[config.mk]
export PLATFORM = sky130hd
export DESIGN_NAME = signal_conflict_monitor
export DESIGN_NICKNAME = d
export VERILOG_FILES = /design/src/rtl/signal_conflict_monitor.sv
export SDC_FILE = /design/constraint.sdc
export NUM_CORES = 1
export LEC_CHECK = 0
export CAP_MARGIN = 30
export CORE_UTILIZATION = 60
export CTS_BUF_LIST = sky130_fd_sc_hd__clkbuf_8
export DETAILED_ROUTE_END_ITERATION = 8
export PLACE_DENSITY_LB_ADDON = 0.3
export SLEW_MARGIN = 20
export SYNTH_ARGS = -nofsm -noshare
export SYNTH_HDL_FRONTEND = slang
export SYNTH_SLANG_ARGS = --single-unit
[constraint.sdc]
create_clock -name clk_in -period 2.8 [get_ports clk_in]
set_input_delay 0.28 -clock clk_in [delete_from_list [all_inputs] [get_ports clk_in]]
set_output_delay 0.28 -clock clk_in [all_outputs]
set_load 0.05 [all_outputs]
[src/rtl/signal_conflict_monitor.sv]
// signal_conflict_monitor
//   Independent safety checker placed between the intersection controller and
//   the lamp drivers. Watches the eight lamp codes every clock, latches the
//   first sequencing/compatibility fault it sees and holds the intersection in
//   flash until an operator clear is accepted with all lamps red.
//
// Ports
//   clk_in      system clock
//   reset       asynchronous active-low reset
//   lamps       2 bits per movement (0..7 = es ws el wl ns nl ss sl);
//               00 red, 01 green, 10 yellow, 11 invalid
//   wd_kick     controller heartbeat pulse
//   fault_clr   operator clear request (single-cycle pulse)
//   flash_en    forces lamp drivers into flash
//   fault       latched fault flag
//   fault_code  0 none, 1 conflict, 2 invalid, 3 short yellow,
//               4 skipped yellow, 5 clearance, 6 watchdog
//   fault_mov   lowest-index offending movement (0 for watchdog)
//   mon_active  high only while monitoring
//
// state    | meaning
// ---------+-----------------------------------------------------------
// STARTUP  | forced flash for STARTUP_CYCLES edges, history primes
// MONITOR  | all checks active, lamps pass through
// FAULT    | fault latched, flash, waiting for clear with all-red lamps
// RECOVER  | flash, needs STARTUP_CYCLES consecutive all-red edges

module signal_conflict_monitor #(
   parameter logic [63:0] COMPAT         = 64'hE0D0B0700E0D0B07,
   parameter int unsigned FILTER         = 2,
   parameter int unsigned MIN_YELLOW     = 2,
   parameter int unsigned MIN_RED        = 1,
   parameter int unsigned WD_TIMEOUT     = 1000,
   parameter int unsigned STARTUP_CYCLES = 8
) (
   input  logic        clk_in,
   input  logic        reset,
   input  logic [15:0] lamps,
   input  logic        wd_kick,
   input  logic        fault_clr,
   output logic        flash_en,
   output logic        fault,
   output logic [2:0]  fault_code,
   output logic [2:0]  fault_mov,
   output logic        mon_active
);

   localparam int TMR_W = $clog2(STARTUP_CYCLES + 1);
   localparam int WD_W  = $clog2(WD_TIMEOUT + 1);
   localparam int YC_W  = $clog2(MIN_YELLOW + 1);
   localparam int RA_W  = $clog2(MIN_RED + 1);

   localparam logic [TMR_W-1:0] TMR_INIT = TMR_W'(STARTUP_CYCLES - 1);
   localparam logic [WD_W-1:0]  WD_INIT  = WD_W'(WD_TIMEOUT);
   localparam logic [YC_W-1:0]  YC_MAX   = YC_W'(MIN_YELLOW);
   localparam logic [RA_W-1:0]  RA_MAX   = RA_W'(MIN_RED);
   localparam logic [2:0]       FLT_LAST = 3'(FILTER - 1);

   typedef enum logic [1:0] {ST_STARTUP, ST_MONITOR, ST_FAULT, ST_RECOVER} state_t;

   state_t state, state_nxt;

   logic [1:0]       cur       [8];
   logic [1:0]       prev_code [8];
   logic [YC_W-1:0]  ycnt      [8];
   logic [RA_W-1:0]  rage      [8];
   logic [TMR_W-1:0] tmr;
   logic [WD_W-1:0]  wd_cnt;
   logic [2:0]       conf_cnt, inv_cnt;

   logic       conf_any, inv_any, sy_any, sk_any, cl_any;
   logic [2:0] conf_mov, inv_mov, sy_mov, sk_mov, cl_mov;
   logic       conf_hit, inv_hit, wd_hit, det;
   logic [2:0] det_code, det_mov;
   logic       all_red;

   assign all_red = (lamps == 16'h0000);

   // Checks use the sampled lamps against pre-update history. Loops run from
   // the top index down so the lowest offending movement is the one kept.
   always_comb begin
      conf_any = 1'b0; conf_mov = 3'd0;
      inv_any  = 1'b0; inv_mov  = 3'd0;
      sy_any   = 1'b0; sy_mov   = 3'd0;
      sk_any   = 1'b0; sk_mov   = 3'd0;
      cl_any   = 1'b0; cl_mov   = 3'd0;
      for (int i = 0; i < 8; i++) cur[i] = lamps[2*i +: 2];
      for (int i = 7; i >= 0; i--) begin
         for (int j = 0; j < 8; j++) begin
            if (i != j && cur[i] != 2'b00 && cur[j] != 2'b00 && !COMPAT[i*8+j]) begin
               conf_any = 1'b1;
               conf_mov = 3'(i);
            end
            if (i != j && prev_code[i] == 2'b00 && cur[i] == 2'b01 &&
                !COMPAT[i*8+j] && rage[j] < RA_MAX) begin
               cl_any = 1'b1;
               cl_mov = 3'(i);
            end
         end
         if (cur[i] == 2'b11) begin
            inv_any = 1'b1;
            inv_mov = 3'(i);
         end
         if (prev_code[i] == 2'b10 && cur[i] == 2'b00 && ycnt[i] < YC_MAX) begin
            sy_any = 1'b1;
            sy_mov = 3'(i);
         end
         if (prev_code[i] == 2'b01 && cur[i] == 2'b00) begin
            sk_any = 1'b1;
            sk_mov = 3'(i);
         end
      end
   end

   assign conf_hit = conf_any && (conf_cnt == FLT_LAST);
   assign inv_hit  = inv_any && (inv_cnt == FLT_LAST);
   // A kick on the terminal edge wins over the timeout.
   assign wd_hit   = !wd_kick && (wd_cnt == WD_W'(1));

   always_comb begin
      det      = 1'b1;
      det_code = 3'd0;
      det_mov  = 3'd0;
      if (conf_hit)     begin det_code = 3'd1; det_mov = conf_mov; end
      else if (inv_hit) begin det_code = 3'd2; det_mov = inv_mov;  end
      else if (sy_any)  begin det_code = 3'd3; det_mov = sy_mov;   end
      else if (sk_any)  begin det_code = 3'd4; det_mov = sk_mov;   end
      else if (cl_any)  begin det_code = 3'd5; det_mov = cl_mov;   end
      else if (wd_hit)  begin det_code = 3'd6; det_mov = 3'd0;     end
      else              det = 1'b0;
   end

   always_ff @(posedge clk_in or negedge reset) begin
      if (!reset) state <= ST_STARTUP;
      else        state <= state_nxt;
   end

   always_comb begin
      state_nxt = state;
      case (state)
         ST_STARTUP: if (tmr == '0) state_nxt = ST_MONITOR;
         ST_MONITOR: if (det) state_nxt = ST_FAULT;
         ST_FAULT:   if (fault_clr && all_red) state_nxt = ST_RECOVER;
         ST_RECOVER: if (all_red && tmr == '0) state_nxt = ST_MONITOR;
         default:    state_nxt = ST_STARTUP;
      endcase
   end

   always_comb begin
      flash_en   = (state != ST_MONITOR);
      mon_active = (state == ST_MONITOR);
      fault      = (state == ST_FAULT) || (state == ST_RECOVER);
   end

   // Startup/recover down-counter and watchdog down-counter.
   always_ff @(posedge clk_in or negedge reset) begin
      if (!reset) begin
         tmr    <= TMR_INIT;
         wd_cnt <= WD_INIT;
      end else begin
         case (state)
            ST_STARTUP: if (tmr != '0) tmr <= tmr - TMR_W'(1);
            ST_RECOVER: begin
               if (!all_red)       tmr <= TMR_INIT;
               else if (tmr != '0) tmr <= tmr - TMR_W'(1);
            end
            default:    tmr <= TMR_INIT;
         endcase
         if (state == ST_MONITOR && !wd_kick) wd_cnt <= wd_cnt - WD_W'(1);
         else                                 wd_cnt <= WD_INIT;
      end
   end

   always_ff @(posedge clk_in or negedge reset) begin
      if (!reset) begin
         conf_cnt <= 3'd0;
         inv_cnt  <= 3'd0;
      end else if (state == ST_MONITOR) begin
         conf_cnt <= conf_any ? conf_cnt + 3'd1 : 3'd0;
         inv_cnt  <= inv_any  ? inv_cnt  + 3'd1 : 3'd0;
      end else begin
         conf_cnt <= 3'd0;
         inv_cnt  <= 3'd0;
      end
   end

   always_ff @(posedge clk_in or negedge reset) begin
      if (!reset) begin
         fault_code <= 3'd0;
         fault_mov  <= 3'd0;
      end else if (state == ST_MONITOR && det) begin
         fault_code <= det_code;
         fault_mov  <= det_mov;
      end else if (state == ST_RECOVER && state_nxt == ST_MONITOR) begin
         fault_code <= 3'd0;
         fault_mov  <= 3'd0;
      end
   end

   // History runs in every state so it is current when monitoring resumes.
   always_ff @(posedge clk_in or negedge reset) begin
      if (!reset) begin
         for (int i = 0; i < 8; i++) begin
            prev_code[i] <= 2'b00;
            ycnt[i]      <= '0;
            rage[i]      <= '0;
         end
      end else begin
         for (int i = 0; i < 8; i++) begin
            prev_code[i] <= cur[i];
            if (cur[i] == 2'b10) ycnt[i] <= (ycnt[i] == YC_MAX) ? ycnt[i] : ycnt[i] + YC_W'(1);
            else                 ycnt[i] <= '0;
            if (cur[i] == 2'b00) rage[i] <= (rage[i] == RA_MAX) ? rage[i] : rage[i] + RA_W'(1);
            else                 rage[i] <= '0;
         end
      end
   end

endmodule
==> results.toml <==
[synth]
synthFlopType = "dfrtp_1"
syn_inst = 382
syn_avg_cell_area_um2 = 9.76
synthTopCellsByArea = "dfrtp_1, ha_1, dfstp_2"
synth_common_cells = "nor2_1, dfrtp_1, a21oi_1"
syn_nets = 421
yosysWarningCount = 0
synth_top_area_share_pct = 39.6
yosys.cell_types.count = 55
synth_top_area_cell = "dfrtp_1"
synthArstFlopShare_pct = 100
syn_area_mm2 = 0.00373
ys_ff_latch = 68
synth_edf_count = 0
ys_seq_area_share_pct = 45.9
synth.most_common_cell = "nor2_1"

[setup_path]
critPathMaxFanout = 10
critPathBufInv = 3
startpoint_type = "flop"
crit_type = "reg -> out"
critPathTopFamily = "buffers and inverters"
cp-end-kind = "primary output"
cpMostUsedCell = "inv_1"
worstRegToRegCells = 9
crit_slowest_cell = "clkdlybuf4s50_1"
reg2reg_from = "rage[7]"
r2r_end = "fault_mov[2]"
required_ns = 2.52
critPathArrivalTime_ns = 2.26
max_stage_delay_ns = 0.83
path_cells = "inv_1, ha_1, inv_1, clkdlybuf4s50_1"
r2r_slack_ns = 0.28

[final_layout]
fin_nets = 496
nFillCells = 431
area_growth_pct = 22.7
drive_above_1_share_pct = 17.1
antenna_cells = 0

[power]
swShare_pct = 27.2
finalPower_mw = 2.13
pwr-share-seq_pct = 49.2
p_switching_mw = 0.577
irDropWorstVdd_v = 0.000361
power_frac_comb_pct = 14.9
p_per_area_mw_per_mm2 = 465
p_clk_share_pct = 35.9
p_int_mw = 1.55
p_leak_nw = 2.07

[timing]
hold_viol_final = 0
finalMaxSlewViolations = 0
rsz0062_at_grt = "no"
setup_viol = 0
finalCritPeriodShare_pct = 90.7
relSlewSlack_pct = 39.9
max_clock_freq_ghz = 0.394
min_period_ns = 2.54
worstMarginPinSlew_ns = 0.889
fin_tns_setup_ns = 0
skew_ns = 0.0101

[clock_network]
cts_sinks = 68
clk_pin_slew_ns = 0.07
clkLatencyLatePin_ns = 0.35
post_cts_buffers = 0
clk_path_buf_depth = 2
cts-buffers-inserted = 9
cts_root_buffer = "clkbuf_8"
cts_tree = "built"
cts_max_level = 3

[die]
start_util_pct = 62.6
rows = 28
die_width_um = 80.8
die-height_um = 80.8
ios = 29
core_mm2 = 0.00596
die-area_mm2 = 0.00654

[global_route]
grt_pass1_wl_um = 14300
grt_max_degree = 39
antenna_found_initial = 0
grt_overflow_total = 0
grt_pass1_vias = 3095
gr-usage-all-layers_pct = 29.4

[hold_path]
min-delay-start = "lamps[14]"
hold_end = "prev_code[0]"
min_path_type = "in -> reg"
min_path_cells = 1

[detailed_routing]
drc = 0
post_drt_wl_per_cell_um = 16.4
detail_route.vias_per_cell = 6.00
vias = 3222
drtAntennaViolNets = 0
firstDrtPassIters = 4
wl_um = 8810
drt_first_iter_violations = 168

[placement]
port-buffer-count = 28
place.gp.congestion = 0.926
hpwl_um = 6810

[run]
drv_cap = 0

[status]
status = "finished, final reports clean"
metrics by stage:
stage,instances,setup slack (ns),utilization (%),instance area (µm²),hold slack (ns)
final,537,0.262,76.8,4580,0.445
after global routing,537,0.131,76.8,4580,0.472
after CTS,537,0.269,76.8,4580,0.439
after detailed placement,520,0.0434,73.5,4380,0.369
after global placement,520,0.115,73.5,4380,0.355
after floorplan,382,0.385,-,3730,-0.0156
cells in the final DEF (no fill, tap or decap), types with 3 or more instances in the layout:
cell             netlist  layout
nor4_2                 3       3
or4b_1                 9       9
a31oi_1                3       3
xor2_1                 8       8
nor3_1                 7       7
clkdlybuf4s50_1        0      27
a21oi_1               32      32
o31ai_1                7       7
inv_1                 19      19
nand2_1               17      17
a22o_1                 4       4
a22oi_1                4       4
and4_1                 3       3
nand4_1                4       4
and3_1                 9       9
clkinv_2               0       3
nor2_2                 5       5
buf_4                  0      35
ha_1                  19      19
dfstp_2                9       9
o21ai_0               11      11
nor2_1                63      63
o22ai_1                6       6
clkbuf_8               0      12
nor2b_1                3       3
a32o_1                 3       3
dfrtp_1               59      59
nor4_1                 3       3
or2b_1                 3       3
nand2b_1              13      13
nor4b_1                8       8
xnor2_1                8       8
nand3_1                5       5
cell type report:
cell class | instances | area, µm² | share of cell area (%)
clock buffer | 12 | 165 | 3.61
clock inverter | 4 | 22.5 | 0.492
inverter | 19 | 71.3 | 1.56
multi-input combinational | 294 | 1940 | 42.4
sequential | 68 | 1710 | 37.4
tap | 75 | 93.8 | 2.05
timing repair buffer | 65 | 568 | 12.4
layer usage:
layer	vias to the layer above	share of wire, %	wire length (µm)	global-route usage (%)
li1	1558	-	-	-
met1	1566	46	4010	38.4
met2	78	48	4240	46.6
met3	20	4.2	370	7.75
met4	0	2.2	191	11.8
met5	-	0	0	0
flip-flops by register name, indices dropped and copies added (netlist names):
name,cells
inv_cnt,3
tmr,4
state,2
rage,8
conf_cnt,3
wd_cnt,10
prev_code,16
fault_code,3
ycnt,16
fault_mov,3
power groups by stage:
| stage | clock (mW) | combinational, mW | sequential, mW |
|---|---|---|---|
| 2_1_floorplan | 0 | 0.141 | 1.08 |
| 3_3_place_gp | 0 | 0.302 | 1.06 |
| 3_5_place_dp | 0 | 0.313 | 1.06 |
| 4_1_cts | 0.770 | 0.316 | 1.05 |
| 5_1_grt | 0.825 | 0.345 | 1.05 |
| 6_report | 0.763 | 0.316 | 1.05 |
repair_timing:
| action | CTS | global route |
|---|---|---|
| hold endpoints to repair | 9 | 0 |
| endpoints found under the setup margin | 0 | 0 |
| hold buffers | 1 | 0 |
| gates resized for setup | 0 | 0 |
worst register-to-register path, cell delays in order (launching register included):
cell and delay [ns]:
dfrtp_1 0.38, and4_1 0.32, a21oi_1 0.12, buf_4 0.14
buf_4 0.12, nor4_2 0.31, nand4_1 0.20, a221o_2 0.46
a21oi_4 0.23, a32o_1 0.17
worst max-delay path by stage:
stage                   start  slack, ns  cells after the start            to
finish               state[1]       0.26                      4      flash_en
global route          rage[7]       0.13                      9  fault_mov[2]
CTS                  state[1]       0.27                      4      flash_en
detailed placement   lamps[9]       0.04                      9  fault_mov[2]
global placement    lamps[10]       0.11                      9  fault_mov[0]
floorplan            state[1]       0.38                      8  fault_mov[0]
cell families (layout without fill, tap and decap cells):
logic type	after synthesis	after routing	share of synthesized area, %
compound gates	92	92	16.4
xor+xnor	16	16	3.76
fa+ha+maj	19	19	6.37
buf+inv	20	100	2.01
flops	68	68	45.9
simple gates	167	167	25.5
Power figures use the tool's default switching activity.
==> edit, RTL diff (config.mk and constraints unchanged) <==
`STARTUP_CYCLES`: 8 -> 16.
--- a/src/rtl/signal_conflict_monitor.sv
+++ b/src/rtl/signal_conflict_monitor.sv
@@ -31,7 +31,7 @@
    parameter int unsigned MIN_YELLOW     = 2,
    parameter int unsigned MIN_RED        = 1,
    parameter int unsigned WD_TIMEOUT     = 1000,
-   parameter int unsigned STARTUP_CYCLES = 8
+   parameter int unsigned STARTUP_CYCLES = 16
 ) (
    input  logic        clk_in,
    input  logic        reset,
Function: changed (Yosys sat finds a counterexample within 10 cycles, from zero or initial values and one cycle with reset low).
==> edit against the unedited design <==
- wire length grew 2.2%
- via count grew 2.7%
- cell area is 0.57% higher
- register-to-register slack better by 0.02 ns
- sequential cell count increased by 1
- clock skew hardly changed
- area after synthesis grew 1.2%
- final cell count rose by 0.56%
- setup slack got worse by 0.014 ns
- first-iteration DRC count up 63%
Power is not compared: it rests on default switching activity, and its combinational part moved more than twofold at a synthesized area within 25%.
==> edit: results (changes against the unedited design) <==
| Metric | Value |
|---|---|
| Gpl congestion | `0.9480 (+2.4%)` |
| CP delay by family, top | `compound AO/OA/AOI/OAI gates` |
| Layout net count | `499 (+0.60%)` |
| Outcome | `finished, final reports clean` |
| Syn nets | `432 (+2.6%)` |
| Filler Cell Count | `412 (-4.4%)` |
| Worst reg2reg path startpoint | `rage[1]` |
| Seq cells post-synth | `69 (+1.5%)` |
| TritonRoute pass-1 iters | `6 (+2)` |
| Crit path launch | `lamps[11]` |
| Largest net degree at the start of global routing | `32 (-18%)` |
| Crit Path Max Fanout | `6 (-4)` |
| Reg2Reg Setup Slack | `0.30 ns (+0.02 ns)` |
| Via count | `3,308 (+2.7%)` |
| Top cells by area, synth | `dfrtp_1, dfstp_2, nor2_1, ha_1, a21oi_1` |
| Min Hold Slack | `0.3537 ns (-0.09156 ns)` |
| Syn avg cell area | `9.602 sq um (-1.7%)` |
| Worst R2R Path Depth | `8 (-1)` |
| Ratio of cells with drive above 1 in the final layout | `16.34% (-0.76 points)` |
| Synth warnings | `0 (unchanged)` |
| Placed Instances | `523 (+0.58%)` |
| Critical path arrival | `2.84 ns (+0.58 ns)` |
| Seq/Total Area, Yosys | `46.09% (+0.16 points)` |
| Relative slew slack | `51.60% (+12 points)` |
| Global-route wire length before repair | `14.65 mm (+2.2%)` |
| Synth cell count leaders | `nor2_1, dfrtp_1, a21oi_1, inv_1, ha_1` |
| DR vias/cell | `6.126 (+2.1%)` |
| Top-area cell type share of the netlist area | `39.12% (-0.46 points)` |
| DR iter-0 viols | `274 (+63%)` |
| Final setup fails | `0 (unchanged)` |
| Worst flop-to-flop path endpoint | `state[0]` |
| Min-Delay Path Class | `primary input to asynchronous set/reset pin` |
| Post-DP HPWL | `6.649 mm (-2.3%)` |
| Clock Skew | `0.01039 ns (+0.0002693 ns)` |
| GR Util All Layers | `29.75% (+0.32 points)` |
| CP max stage cell | `or4b_2` |
| Wirelength per Cell | `16.67 microns (+1.6%)` |
## edit: metrics by stage
stage               area [sq um]  setup slack, ns  TNS (ns)
detailed placement          4348         -0.06681   -0.2955
finish                      4602           0.2471         0
global placement            4348         -0.02840  -0.03808
floorplan                   3774           0.6187         0
CTS                         4596           0.2355         0
global route                4602           0.1154         0
## edit: cells by family after synthesis
kind of cell / share of synthesized area (%)
AOI/OAI and AO/OA: 15.82
xor gates and xnor gates: 4.178
adders and majority gates: 6.300
buffers and inverters: 2.221
DFF: 46.09
and+or+nand+nor: 25.40
## edit: what timing repair did
item	CTS	global route
resized for setup	0	1
hold endpoints to repair	14	0
hold buffers	1	0
endpoints found under the setup margin	0	1
## edit: worst max-delay path by stage
stage | endpoint | slack, ns | cells past startpoint
after floorplan | fault_code[1] | 0.62 | 7
after global placement | fault_mov[1] | -0.03 | 8
after detailed placement | state[0] | -0.07 | 9
after CTS | state[0] | 0.24 | 9
after global routing | state[0] | 0.12 | 10
final | fault_mov[0] | 0.25 | 8
## edit: area by class of cell
class	instances	area, sq um	area share (%)
multi-input combinational	302	1957	42.52
tap	75	93.84	2.039
inverter	21	78.83	1.713
clock inverter	7	113.9	2.474
timing repair buffer	57	495.5	10.77
clock buffer	9	123.9	2.692
sequential	69	1739	37.79
## edit: per-layer routing
layer / wire (microns) / global-route usage [%]
met4: 347 / 16.96
met2: 4169 / 47.17
met3: 519 / 5.730
met5: 0 / 0
met1: 3965 / 37.83
## edit: power breakdown
| part | internal [mW] | total [mW] | switching (mW) | leakage [nW] |
|---|---|---|---|---|
| Combinational | 0.550 | 1.39 | 0.843 | 1.06 |
| Sequential | 1.18 | 1.29 | 0.117 | 0.859 |
| Clock | 0.588 | 0.978 | 0.390 | 0.123 |
